--- config.mk ---
export PLATFORM = sky130hd
export DESIGN_NAME = uart_reg_bridge
export DESIGN_NICKNAME = d
export VERILOG_FILES = /design/src/rtl/uart_reg_bridge.sv
export SDC_FILE = /design/constraint.sdc
export NUM_CORES = 1
export LEC_CHECK = 0
export BUFFER_PORTS_ARGS = -buffer_cell sky130_fd_sc_hd__buf_2
export CORE_AREA = 5 5 168 170
export DETAILED_ROUTE_END_ITERATION = 10
export DIE_AREA = 0 0 173 175
export PLACE_DENSITY = 0.58
export SYNTH_ARGS = -nofsm -noshare
export SYNTH_HDL_FRONTEND = slang
export SYNTH_SLANG_ARGS = --single-unit
--- constraint.sdc ---
create_clock -name clk -period 4.6 [get_ports clk]
set_input_delay 0.23 -clock clk [delete_from_list [all_inputs] [get_ports clk]]
set_output_delay 0.23 -clock clk [all_outputs]
set_load 0.05 [all_outputs]
--- src/rtl/uart_reg_bridge.sv ---
// -----------------------------------------------------------------------------
// uart_reg_bridge
//
// Byte-level command decoder between the UART receiver and transmitter of the
// NCO design. Decodes write ('W', addr, D3..D0) and read ('R', addr) packets
// into a 4-entry, 32-bit control register file and answers each packet with
// either an acknowledge byte ('K'), four readback bytes (MSB first) or a NAK
// byte ('?').
//
// Ports:
//   clk          in   system clock
//   reset        in   synchronous, active-high reset
//   rx_byte      in   received byte, valid when rbyte_ready=1
//   rbyte_ready  in   one-cycle strobe, new byte available
//   busy         in   UART transmitter busy (rises the cycle after send)
//   sbyte        out  byte to transmit, stable while send=1
//   send         out  one-cycle transmit strobe
//   freq_word    out  register 0, NCO frequency word
//   phase_ofs    out  register 1, phase offset
//   amplitude    out  register 2, amplitude
//   control      out  register 3, control
//   cfg_update   out  one-cycle pulse the cycle after any register write
//   pkt_err      out  one-cycle pulse on a bad address or inter-byte timeout
// -----------------------------------------------------------------------------
module uart_reg_bridge #(
  parameter int unsigned TIMEOUT_CYCLES = 1000000,
  parameter logic [31:0] FREQ_DEFAULT   = 32'h0147AE14,
  parameter logic [31:0] AMP_DEFAULT    = 32'h00007FFF
) (
  input  logic        clk,
  input  logic        reset,
  input  logic [7:0]  rx_byte,
  input  logic        rbyte_ready,
  input  logic        busy,
  output logic [7:0]  sbyte,
  output logic        send,
  output logic [31:0] freq_word,
  output logic [31:0] phase_ofs,
  output logic [31:0] amplitude,
  output logic [31:0] control,
  output logic        cfg_update,
  output logic        pkt_err
);

  localparam int unsigned CW = $clog2(TIMEOUT_CYCLES) + 1;
  localparam logic [CW-1:0] CNT_MAX = CW'(TIMEOUT_CYCLES - 1);

  localparam logic [7:0] CMD_WRITE = 8'h57;  // 'W'
  localparam logic [7:0] CMD_READ  = 8'h52;  // 'R'
  localparam logic [7:0] RSP_ACK   = 8'h4B;  // 'K'
  localparam logic [7:0] RSP_NAK   = 8'h3F;  // '?'

  typedef enum logic [2:0] {
    IDLE,
    ADDR,
    DATA,
    EXEC,
    TX_LOAD,
    TX_GUARD,
    TX_WAIT
  } state_e;

  state_e        state_q, state_d;
  logic          is_wr_q, is_wr_d;
  logic [7:0]    addr_q, addr_d;
  logic [1:0]    idx_q, idx_d;
  logic [31:0]   asm_q, asm_d;
  logic [CW-1:0] cnt_q, cnt_d;
  logic [31:0]   regs_q [4];
  logic [31:0]   regs_d [4];
  logic [31:0]   tx_buf_q, tx_buf_d;
  logic [2:0]    tx_cnt_q, tx_cnt_d;
  logic [7:0]    sbyte_q, sbyte_d;
  logic          send_q, send_d;
  logic          cfg_update_q, cfg_update_d;
  logic          pkt_err_q, pkt_err_d;

  logic in_pkt;
  logic timeout_hit;
  logic addr_ok;

  // Only ADDR/DATA wait on the host; a byte arriving on the expiry cycle wins.
  assign in_pkt      = (state_q == ADDR) || (state_q == DATA);
  assign timeout_hit = in_pkt && !rbyte_ready && (cnt_q == CNT_MAX);
  assign addr_ok     = (addr_q[7:2] == 6'd0);

  // ---------------------------------------------------------------------------
  // State and datapath registers
  // ---------------------------------------------------------------------------
  always_ff @(posedge clk) begin
    // NOTE: every flop is updated with <= so all of them sample the values
    // computed in the previous cycle, independent of statement order.
    if (reset) begin
      state_q      <= IDLE;
      is_wr_q      <= 1'b0;
      addr_q       <= 8'h00;
      idx_q        <= 2'd0;
      asm_q        <= 32'h0;
      cnt_q        <= '0;
      // NOTE: the register file is reset because it drives the NCO directly;
      // it is only four words, so per-entry reset values are cheap and needed.
      regs_q[0]    <= FREQ_DEFAULT;
      regs_q[1]    <= 32'h0;
      regs_q[2]    <= AMP_DEFAULT;
      regs_q[3]    <= 32'h0;
      tx_buf_q     <= 32'h0;
      tx_cnt_q     <= 3'd0;
      sbyte_q      <= 8'h00;
      send_q       <= 1'b0;
      cfg_update_q <= 1'b0;
      pkt_err_q    <= 1'b0;
    end else begin
      state_q      <= state_d;
      is_wr_q      <= is_wr_d;
      addr_q       <= addr_d;
      idx_q        <= idx_d;
      asm_q        <= asm_d;
      cnt_q        <= cnt_d;
      regs_q       <= regs_d;
      tx_buf_q     <= tx_buf_d;
      tx_cnt_q     <= tx_cnt_d;
      sbyte_q      <= sbyte_d;
      send_q       <= send_d;
      cfg_update_q <= cfg_update_d;
      pkt_err_q    <= pkt_err_d;
    end
  end

  // ---------------------------------------------------------------------------
  // Next-state logic
  // ---------------------------------------------------------------------------
  always_comb begin
    // NOTE: a default on entry means every path assigns state_d, so no latch.
    state_d = state_q;
    unique case (state_q)
      IDLE: begin
        if (rbyte_ready && (rx_byte == CMD_WRITE || rx_byte == CMD_READ)) begin
          state_d = ADDR;
        end
      end
      ADDR: begin
        if (timeout_hit) begin
          state_d = IDLE;
        end else if (rbyte_ready) begin
          state_d = is_wr_q ? DATA : EXEC;
        end
      end
      DATA: begin
        if (timeout_hit) begin
          state_d = IDLE;
        end else if (rbyte_ready && idx_q == 2'd3) begin
          state_d = EXEC;
        end
      end
      EXEC: begin
        state_d = TX_LOAD;
      end
      TX_LOAD: begin
        if (!busy) begin
          state_d = TX_GUARD;
        end
      end
      // busy only rises the cycle after send, so it is not trusted here.
      TX_GUARD: begin
        state_d = TX_WAIT;
      end
      TX_WAIT: begin
        if (!busy) begin
          state_d = (tx_cnt_q != 3'd0) ? TX_LOAD : IDLE;
        end
      end
      default: begin
        state_d = IDLE;
      end
    endcase
  end

  // ---------------------------------------------------------------------------
  // Output and datapath logic
  // ---------------------------------------------------------------------------
  always_comb begin
    is_wr_d      = is_wr_q;
    addr_d       = addr_q;
    idx_d        = idx_q;
    asm_d        = asm_q;
    regs_d       = regs_q;
    tx_buf_d     = tx_buf_q;
    tx_cnt_d     = tx_cnt_q;
    sbyte_d      = sbyte_q;
    send_d       = 1'b0;
    cfg_update_d = 1'b0;
    pkt_err_d    = timeout_hit;

    // Counter runs only while a packet is being assembled; any byte clears it.
    if (in_pkt && !rbyte_ready && !timeout_hit) begin
      cnt_d = cnt_q + CW'(1);
    end else begin
      cnt_d = '0;
    end

    unique case (state_q)
      IDLE: begin
        if (rbyte_ready) begin
          is_wr_d = (rx_byte == CMD_WRITE);
        end
      end
      ADDR: begin
        if (rbyte_ready) begin
          addr_d = rx_byte;
          idx_d  = 2'd0;
        end
      end
      DATA: begin
        if (rbyte_ready) begin
          asm_d = {asm_q[23:0], rx_byte};
          idx_d = idx_q + 2'd1;
        end
      end
      EXEC: begin
        if (!addr_ok) begin
          pkt_err_d = 1'b1;
          tx_buf_d  = {RSP_NAK, 24'h0};
          tx_cnt_d  = 3'd1;
        end else if (is_wr_q) begin
          regs_d[addr_q[1:0]] = asm_q;
          cfg_update_d        = 1'b1;
          tx_buf_d            = {RSP_ACK, 24'h0};
          tx_cnt_d            = 3'd1;
        end else begin
          // Snapshot taken here so the readback cannot tear.
          tx_buf_d = regs_q[addr_q[1:0]];
          tx_cnt_d = 3'd4;
        end
      end
      TX_LOAD: begin
        if (!busy) begin
          send_d   = 1'b1;
          sbyte_d  = tx_buf_q[31:24];
          tx_buf_d = {tx_buf_q[23:0], 8'h00};
          tx_cnt_d = tx_cnt_q - 3'd1;
        end
      end
      default: begin
      end
    endcase
  end

  assign sbyte      = sbyte_q;
  assign send       = send_q;
  assign cfg_update = cfg_update_q;
  assign pkt_err    = pkt_err_q;
  assign freq_word  = regs_q[0];
  assign phase_ofs  = regs_q[1];
  assign amplitude  = regs_q[2];
  assign control    = regs_q[3];

endmodule

==> metrics.cfg, run 1 <==
[grt]
grt_max_degree=130
grt_pass1_vias=7853
grt_use_total_pct=17.7
grt_pass1_wl_microns=44300
antenna_found_initial=0
grt_overflow=0

[clocking]
path_clk_slew_ns=0.06
root_buffer=clkbuf_16
cts_htree_levels=1
numCtsBuffers=27
cts.repair.resized=0
clock_sinks=241
clk_path_buf_depth=3
clk_latency_ns=0.53
cts_tree=built

[timing]
finalHoldViolCount=0
rsz0062_at_grt=no
slew_headroom_pct=21.2
drv_slew=0
fin_setup_tns_ns=0
setup_viol=0
tightest_slew_ns=1.18
finClkSkew_ns=0.00785
max_freq_mhz=360
post-route-min-period_ns=2.77
post-route-period-util_pct=60.3

[logic_synthesis]
yosysTopAreaCellShare_pct=46.1
synth_warnings=0
synth_edf_count=0
ys_seq_area_share_pct=46.1
synthCells=1088
synthArstFlopShare_pct=0
yosys.area.top_type=dfxtp_1
synth.distinct_cells=53
yosys_most_used_dff=dfxtp_1
synth_common_cells=dfxtp_1 (241), nand2b_1 (137), mux2i_1 (128), nand2_1 (115), nor2_1 (98)
syn_nets=1104
synth_area_leaders=dfxtp_1 (46%), mux2i_1 (12%), nand2b_1 (8.2%), mux4_2 (6.9%), nand2_1 (4.1%)
syn_avg_cell_area_sq_um=9.62
synth_seq_cells=241
synth_most_common_cell=dfxtp_1
synth.cell_area_sq_um=10500

[setup_path]
cp_num_cells=4
critPathRequiredTime_ns=4.96
critPathLaunch=state_q[0]
cp_slowest_cell=or3_2
critPathBufInv=0
crit_family=simple AND/OR/NAND/NOR gates
crit_path_max_fanout=32
worstSetupEndpointType=flop
critPathKind=flop to flop
slowest_delay_ns=1.01
cp_cell_sequence=and3b_1 > nand4_1 > or3_2 > mux2i_1
worstSetupStartpointType=flop
cp_data_arrival_time_ns=3.14
timing.rr.start=state_q[0]
r2r_cells=4

[finish]
instances_no_fill=1563
final_area_sq_um=12500
fillers=2592
multi_input_area_sq_um=5280
diodes=0
nets=1220
area_growth_pct=19.0
layout-drive-gt1-share_pct=20.9
seq_area_sq_um=4830

[drt]
route.detailed.drc=0
drt-initial-drc-count=468
viasPerCell=5.14
num_vias=8027
post_drt_wl_per_cell_microns=17.9
antenna_left=0
dr.pass1.iters=5
postRouteWirelength_microns=27900

[floorplanning]
core_area_sq_um=26600
die_w_microns=173
io_pins=151
fp-row-count=60
initial_core_util_pct=39.4
fp.dieH_microns=175
die-area_sq_um=30300

[placement]
portBuffers=150
gp_congestion=0.763
postPlaceCellArea_sq_um=11400
placedCellCount=1508
hpwl_microns=19000

[hold_path]
hold_path_class=input port to flop
hold_start=rbyte_ready
min_path_cells=3

[power]
p_per_area_nw_per_um2=399
p_leak_nw=4.99
peakVddDrop_mv=0.254

[job]
maxCapViolCount=0

[status]
outcome=complete, no violations

state kept, by name (all words and copies together) (netlist names), 8 cells and up:
signal	flops
addr_q	8
cnt_q	21
sbyte	8
control	32
freq_word	32
tx_buf_q	32
asm_q	32
phase_ofs	32
amplitude	32
cell usage in the layout (no fill, tap or decap), types with 8 or more instances in the layout:
| master | instances |
|---|---|
| nor3_1 | 20 |
| nand3b_1 | 9 |
| nand3_1 | 18 |
| nand2_1 | 115 |
| inv_1 | 11 |
| mux4_2 | 32 |
| o21ai_0 | 11 |
| nor2_1 | 97 |
| xnor2_1 | 9 |
| clkbuf_16 | 27 |
| mux2i_1 | 128 |
| buf_2 | 149 |
| dfxtp_1 | 239 |
| dlygate4sd3_1 | 8 |
| a221oi_1 | 17 |
| buf_4 | 11 |
| nand2b_1 | 137 |
| a21oi_1 | 74 |
kinds of logic after synthesis:
kind of cell | synth area share, %
and+or+nand+nor | 21.8
DFF | 46.1
muxes | 19.1
AOI/OAI and AO/OA | 7.66
buffers and inverters | 3.63
xor gates and xnor gates | 1.25
adders and majority gates | 0.478
worst paths after layout:
check | end | slack (ns)
hold reg to reg | sbyte[4] | 0.45
hold / removal | state_q[0] | 0.09
setup / recovery | control[11] | 1.83
setup reg to reg | control[11] | 1.83
power by group:
part           internal, mW  leakage (nW)  switching, mW  total, mW
Clock                  1.41         0.465          0.862       2.27
Combinational         0.184          2.59          0.301      0.485
Sequential             2.13          1.94         0.0808       2.21
worst register-to-register path: stages, from the launching register on:
cell	delay, ns
dfxtp_1	0.73
and3b_1	0.32
nand4_1	0.27
or3_2	1.01
mux2i_1	0.27
cell type report:
type | count | share of cell area (%)
timing repair buffer | 170 | 7.54
multi-input combinational | 753 | 42.4
clock inverter | 9 | 1.23
tap | 341 | 3.43
sequential | 241 | 38.8
inverter | 11 | 0.331
clock buffer | 38 | 6.32
metrics by stage:
step           power, mW  util, %  hold WS, ns  setup slack, ns
2_1_floorplan       2.62        -        0.366             2.59
3_3_place_gp        2.74     43.0        0.440             1.95
3_5_place_dp        2.74     43.0        0.446             1.84
4_1_cts             5.02     46.9       0.0830             1.80
5_1_grt             5.16     46.9        0.112             1.61
6_report            4.97     46.9       0.0926             1.83
per-layer routing:
layer,routed length (microns),global-route usage (%)
met1,13000,24.7
met2,13200,29.5
met3,1250,2.90
met4,432,3.19
met5,0,0
timing repair:
action                                 CTS  global route
setup buffers                            0             0
hold buffers                             8             0
endpoints found under the hold margin   14             0
Power figures use the tool's default switching activity.
==> inputs of run 2 (changes only) <==
- clock period: 4.6 -> 2.6 ns (I/O delays scaled with it)
==> metrics.cfg, run 2 (synthesis gave the netlist of run 1 again) <==
[status]
outcome=complete, no violations  ; unchanged

[clocking]
cts_htree_levels=1  ; unchanged
path_clk_slew_ns=0.06  ; about the same
cts_tree=built  ; unchanged
cts.repair.resized=0  ; unchanged
numCtsBuffers=26  ; was 27
clk_path_buf_depth=3  ; unchanged
clock_sinks=241  ; unchanged
root_buffer=clkbuf_16  ; unchanged
clk_latency_ns=0.52  ; was 0.53 ns

[finish]
diodes=0  ; unchanged
nets=1244  ; was 1220
fillers=2571  ; was 2592
layout_common_cells=dfxtp_1 (239), buf_2 (149), nand2b_1 (137)  ; unchanged
final_common_cell=dfxtp_1  ; unchanged
area_growth_pct=20.9  ; was 19.0%
layout-drive-gt1-share_pct=22.3  ; was 20.9%

[drt]
post_drt_wl_per_cell_microns=18.1  ; was 17.9 microns
viasPerCell=5.19  ; was 5.14
dr.pass1.iters=4  ; was 5
num_vias=8248  ; was 8027
antenna_left=0  ; unchanged
route.detailed.drc=0  ; unchanged
postRouteWirelength_microns=28700  ; was 27900 microns
drt-initial-drc-count=474  ; was 468

[floorplanning]
core_area_sq_um=26600  ; unchanged
die-area_sq_um=30300  ; unchanged
io_pins=151  ; unchanged
fp-row-count=60  ; unchanged
initial_core_util_pct=39.4  ; unchanged
fp.dieH_microns=175  ; unchanged
die_w_microns=173  ; unchanged

[setup_path]
cp_slowest_cell=dfxtp_1  ; was or3_2
r2r_cells=5  ; was 4
critPathLaunch=state_q[1]  ; was state_q[0]
r2r-end=freq_word[7]  ; was control[11]
critPathKind=flop to flop  ; unchanged
cp_cell_sequence=and3b_1 > nand4_1 > or3_2 > buf_4 > mux2i_1  ; was and3b_1 > nand4_1 > or3_2 > mux2i_1
timing.rr.start=state_q[1]  ; was state_q[0]
cp-endpoint=freq_word[7]  ; was control[11]
reg2reg_slack_ns=0.41  ; was 1.83 ns
cp_data_arrival_time_ns=2.58  ; was 3.14 ns
critPathRequiredTime_ns=2.99  ; was 4.96 ns
crit_path_max_fanout=16  ; was 32
worstSetupEndpointType=flop  ; unchanged
slowest_delay_ns=0.61  ; was 1.01 ns
worstSetupStartpointType=flop  ; unchanged

[power]
p_per_area_nw_per_um2=680  ; was 399 nW/um^2
total_power_mw=8.61  ; was 4.97 mW
p_leak_nw=5.10  ; was 4.99 nW
peakVddDrop_mv=0.422  ; was 0.254 mV

[placement]
portBuffers=150  ; unchanged
hpwl_microns=19900  ; was 19000 microns
gp_congestion=0.784  ; was 0.763

[timing]
post-route-min-period_ns=2.19  ; was 2.77 ns
post-route-period-util_pct=84.2  ; was 60.3%
slew_headroom_pct=46.5  ; was 21.2%
finalHoldViolCount=0  ; unchanged
setup_viol=0  ; unchanged
drv_slew=0  ; unchanged
tightest_slew_ns=0.802  ; was 1.18 ns
finClkSkew_ns=0.0122  ; was 0.00785 ns
rsz0062_at_grt=no  ; unchanged
fin_setup_tns_ns=0  ; unchanged
max_freq_mhz=457  ; was 360 MHz

[grt]
grt_overflow=0  ; unchanged
antenna_found_initial=0  ; unchanged
grt_pass1_vias=8162  ; was 7853
grt_max_degree=83  ; was 130
grt_use_total_pct=18.5  ; was 17.7%
grt_pass1_wl_microns=46200  ; was 44300 microns

[job]
maxCapViolCount=0  ; unchanged

[hold_path]
hold_path_class=input port to flop  ; unchanged

==> run 2: cell count changes in the layout (fill, tap and decap cells not counted) <==
| cell | previous run | this run |
|---|---|---|
| buf_12 | 1 | 7 |
| buf_4 | 11 | 28 |
| bufinv_16 | 4 | 1 |
| clkbuf_1 | 4 | 5 |
| clkbuf_8 | 7 | 9 |
| clkinvlp_4 | 0 | 1 |
| dlygate4sd3_1 | 8 | 10 |
| inv_6 | 1 | 0 |
==> run 2: metal layers <==
| layer | share of wire (%) | wire, microns | GRT usage [%] | up-vias |
|---|---|---|---|---|
| met5 | 0 | 0 | 0 | - |
| met4 | 2.2 | 643 | 5.05 | 0 |
| met3 | 4.4 | 1270 | 3.18 | 43 |
| met2 | 47 | 13400 | 30.6 | 191 |
| met1 | 47 | 13400 | 25.1 | 3963 |
| li1 | - | - | - | 4051 |
==> run 2: repair_timing <==
item                      in CTS  in global routing
hold buffers                  10                  0
buffers inserted               0                  0
hold endpoints to repair      19                  0
==> run 2: final cells by class <==
type                    count  area [sq um]  area share [%]
inverters                  11          41.3           0.326
clock buffers              41           818            6.46
repair buffers            195          1210            9.53
flip-flops and latches    241          4830            38.1
well taps                 341           427            3.37
multi-input cells         753          5280            41.7
clock inverters             6          61.3           0.484
==> run 2: how the worst min path moves through the flow <==
stage	endpoint	from	depth (start not counted)
2_1_floorplan	addr_q[2]	rx_byte[2]	2
3_3_place_gp	addr_q[1]	rx_byte[1]	3
3_5_place_dp	addr_q[7]	rx_byte[7]	3
4_1_cts	send	reset	2
5_1_grt	send	reset	2
6_report	send	reset	2
==> run 2: worst max-delay path, delay by kind of cell (launching register included) <==
kind,cells,cell delay [ns]
AND/OR/NAND/NOR,3,1.02
buffers and inverters,1,0.26
flip-flops,1,0.61
multiplexers,1,0.15
==> run 2: stage by stage <==
stage | cell area (sq um) | hold WS, ns | instances | worst slack (ns) | utilization [%]
after floorplan | 10500 | 0.266 | 1088 | 0.593 | -
after global placement | 11700 | 0.415 | 1531 | 0.437 | 44.0
after detailed placement | 11700 | 0.426 | 1531 | 0.404 | 44.0
final | 12700 | 0.0569 | 1588 | 0.410 | 47.7
after CTS | 12700 | 0.0428 | 1588 | 0.404 | 47.7
after global routing | 12700 | 0.0592 | 1588 | 0.208 | 47.7
==> run 2: power breakdown <==
part           switching [mW]  internal, mW
clock                    1.49          2.25
sequential              0.121          3.77
combinational           0.593         0.391
total                    2.20          6.41
==> inputs of run 3 (changes only) <==
- ABC_AREA: unset -> 1
- CORE_AREA: 5 5 168 170 -> 5 5 163 165
- DIE_AREA: 0 0 173 175 -> 0 0 168 170
- clock period: 2.6 -> 2.2 ns (I/O delays scaled with it)
==> metrics.cfg, run 3 <==
[status]
outcome=complete, no violations  ; unchanged

[timing]
rsz0062_at_grt=no  ; unchanged
fin_setup_tns_ns=0  ; unchanged
slew_headroom_pct=61.9  ; was 46.5%
finalHoldViolCount=0  ; unchanged
max_freq_mhz=488  ; was 457 MHz
drv_slew=0  ; unchanged
finClkSkew_ns=0.00984  ; was 0.0122 ns
tightest_slew_ns=0.572  ; was 0.802 ns
whs_ns=0.0197  ; was 0.0569 ns
post-route-min-period_ns=2.05  ; was 2.19 ns
setup_viol=0  ; unchanged
post-route-period-util_pct=93.2  ; was 84.2%
fin_ws_ns=0.150  ; was 0.410 ns

[drt]
postRouteWirelength_microns=34000  ; was 28700 microns
route.detailed.drc=0  ; unchanged
viasPerCell=5.49  ; was 5.19
drt-initial-drc-count=759  ; was 474
dr.pass1.iters=6  ; was 4
antenna_left=0  ; unchanged
num_vias=9426  ; was 8248
post_drt_wl_per_cell_microns=19.8  ; was 18.1 microns

[finish]
final_area_sq_um=11900  ; was 12700 sq um
utilization_pct=47.8  ; was 47.7%
instances_no_fill=1717  ; was 1588
final_common_cell=dfxtp_1  ; unchanged
nets=1385  ; was 1244
area_growth_pct=21.8  ; was 20.9%
layout_common_cells=dfxtp_1 (241), nand2_1 (165), o21ai_0 (160)  ; was dfxtp_1 (239), buf_2 (149), nand2b_1 (137)
diodes=0  ; unchanged
layout-drive-gt1-share_pct=18.8  ; was 22.3%

[grt]
antenna_found_initial=0  ; unchanged
grt_pass1_wl_microns=51900  ; was 46200 microns
grt_pass1_vias=8877  ; was 8162
grt_overflow=0  ; unchanged
grt_use_total_pct=22.7  ; was 18.5%
grt_max_degree=61  ; was 83

[logic_synthesis]
synthMuxAreaShare_pct=0  ; was 19.1%
syn_nets=1249  ; was 1104
synth_adder_area_share_pct=0.513  ; was 0.478%
synth_area_leaders=dfxtp_1 (49%), o21ai_0 (8.2%), a21oi_1 (8.0%), nand2_1 (6.3%), nand3_1 (4.1%)  ; was dfxtp_1 (46%), mux2i_1 (12%), nand2b_1 (8.2%), mux4_2 (6.9%), nand2_1 (4.1%)
yosysTopAreaCellShare_pct=49.4  ; was 46.1%
yosys.area.top_type=dfxtp_1  ; unchanged
synth.cell_area_sq_um=9760  ; was 10500 sq um
syn_avg_cell_area_sq_um=7.92  ; was 9.62 sq um
synth-simple-area-share_pct=16.2  ; was 21.8%
synth_seq_cells=241  ; unchanged
synth_most_common_cell=dfxtp_1  ; unchanged
synthArstFlopShare_pct=0  ; unchanged
synth_xor_area_share_pct=1.08  ; was 1.25%
synth-compound-area-share_pct=25.2  ; was 7.66%
synth_warnings=0  ; unchanged
yosys_most_used_dff=dfxtp_1  ; unchanged
ys_seq_area_share_pct=49.4  ; was 46.1%
synth_top_family_by_area=compound AO/OA/AOI/OAI gates  ; was simple AND/OR/NAND/NOR gates
synthCells=1233  ; was 1088
synth_edf_count=0  ; unchanged
synth.distinct_cells=38  ; was 53
synth_common_cells=dfxtp_1 (241), nand2_1 (165), o21ai_0 (160), a21oi_1 (156), inv_1 (84)  ; was dfxtp_1 (241), nand2b_1 (137), mux2i_1 (128), nand2_1 (115), nor2_1 (98)

[clocking]
cts.repair.resized=0  ; unchanged
clk_path_buf_depth=3  ; unchanged
cts_htree_levels=1  ; unchanged
numCtsBuffers=27  ; was 26
path_clk_slew_ns=0.06  ; about the same
root_buffer=clkbuf_16  ; unchanged
clk_latency_ns=0.54  ; was 0.52 ns
cts_tree=built  ; unchanged
clock_sinks=241  ; unchanged

[setup_path]
critPathRequiredTime_ns=2.60  ; was 2.99 ns
worstSetupStartpointType=flop  ; unchanged
crit_path_max_fanout=35  ; was 16
worstSetupEndpointType=flop  ; unchanged
cp_data_arrival_time_ns=2.45  ; was 2.58 ns
critPathKind=flop to flop  ; unchanged

[power]
switching_share_pct=31.0  ; was 25.5%
peakVddDrop_mv=0.595  ; was 0.422 mV
p_comb_share_pct=18.9  ; was 11.4%
p_int_mw=8.21  ; was 6.41 mW
p_sw_mw=3.70  ; was 2.20 mW
total_power_mw=11.9  ; was 8.61 mW
p_per_area_nw_per_um2=1000  ; was 680 nW/um^2
p_leak_nw=4.87  ; was 5.10 nW
p_seq_share_pct=41.2  ; was 45.2%
p_clk_share_pct=40.0  ; was 43.4%

[placement]
gp_congestion=0.855  ; was 0.784
portBuffers=150  ; unchanged
postPlaceCellArea_sq_um=10900  ; was 11700 sq um
hpwl_microns=23000  ; was 19900 microns
dp_slack_ns=0.203  ; was 0.404 ns
placedCellCount=1661  ; was 1531

[floorplanning]
die-area_sq_um=28600  ; was 30300 sq um
fp.dieH_microns=170  ; was 175 microns
initial_core_util_pct=39.2  ; was 39.4%
io_pins=151  ; unchanged
core_area_sq_um=24900  ; was 26600 sq um
die_w_microns=168  ; was 173 microns
fp-row-count=58  ; was 60

[job]
maxCapViolCount=0  ; unchanged

[hold_path]
hold_path_class=input port to flop  ; unchanged

-- run 3: changes by cell type in the layout (fill, tap and decap cells not counted), moves of 14 or more --
cell / change
a21oi_1: +82
a221oi_1: -14
a22oi_1: +26
a31oi_1: +49
inv_1: +72
mux2i_1: -128
mux4_2: -32
nand2_1: +50
nand2b_1: -137
nand3_1: +62
nor2_1: -34
o211ai_1: +27
o21ai_0: +149
o21ai_1: +24
-- run 3: path summary, 6_finish.rpt --
path	start	end	slack, ns	cells past startpoint
worst min register to register	addr_q[4]	addr_q[4]	0.45	2
worst max register to register	addr_q[0]	tx_buf_q[24]	0.15	9
worst max-delay path	addr_q[0]	tx_buf_q[24]	0.15	9
worst min-delay path	busy	send	0.02	4
-- run 3: logic make-up (layout without fill, tap and decap cells) --
| group | after synthesis | after routing |
|---|---|---|
| AOI/OAI and AO/OA | 449 | 449 |
| and+or+nand+nor | 348 | 348 |
| DFF | 241 | 241 |
| buffers and inverters | 179 | 333 |
| xor gates and xnor gates | 12 | 12 |
| adders and majority gates | 4 | 4 |
-- run 3: routing by layer --
metal	track usage (%)	wire, microns	share of wire [%]
met1	31.0	14700	43
met2	36.1	15500	46
met3	4.76	2730	8.0
met4	7.34	1010	3.0
met5	0	0	0
-- run 3: power by group through the flow --
stage	Sequential, mW	Combinational [mW]	Clock, mW
after floorplan	4.96	1.49	0
after global placement	4.99	2.18	0
after detailed placement	4.98	2.20	0
after CTS	4.90	2.22	4.82
after global routing	4.93	2.45	4.97
final	4.90	2.24	4.76
-- run 3: cell type report --
type                       count  area (sq um)
clock buffer                  36           769
clock inverter                11           170
fill                        2464         13000
inverter                      92           350
multi-input combinational    813          4210
sequential                   241          4820
tap                          330           413
timing repair buffer         194          1150
-- run 3: timing repair --
item                                    CTS  global route
hold buffers                              9             0
endpoints found under the setup margin    0             7
hold endpoints to repair                 17             0
setup buffers                             0             0
-- run 3: worst max-delay path, stage by stage, from the launching register on --
cell,delay [ns]
dfxtp_1,0.34
buf_4,0.45
nor2_4,0.17
buf_4,0.23
nand2_1,0.08
nand2_1,0.05
a221oi_1,0.23
nand2_1,0.10
o21ai_0,0.17
a21oi_1,0.11
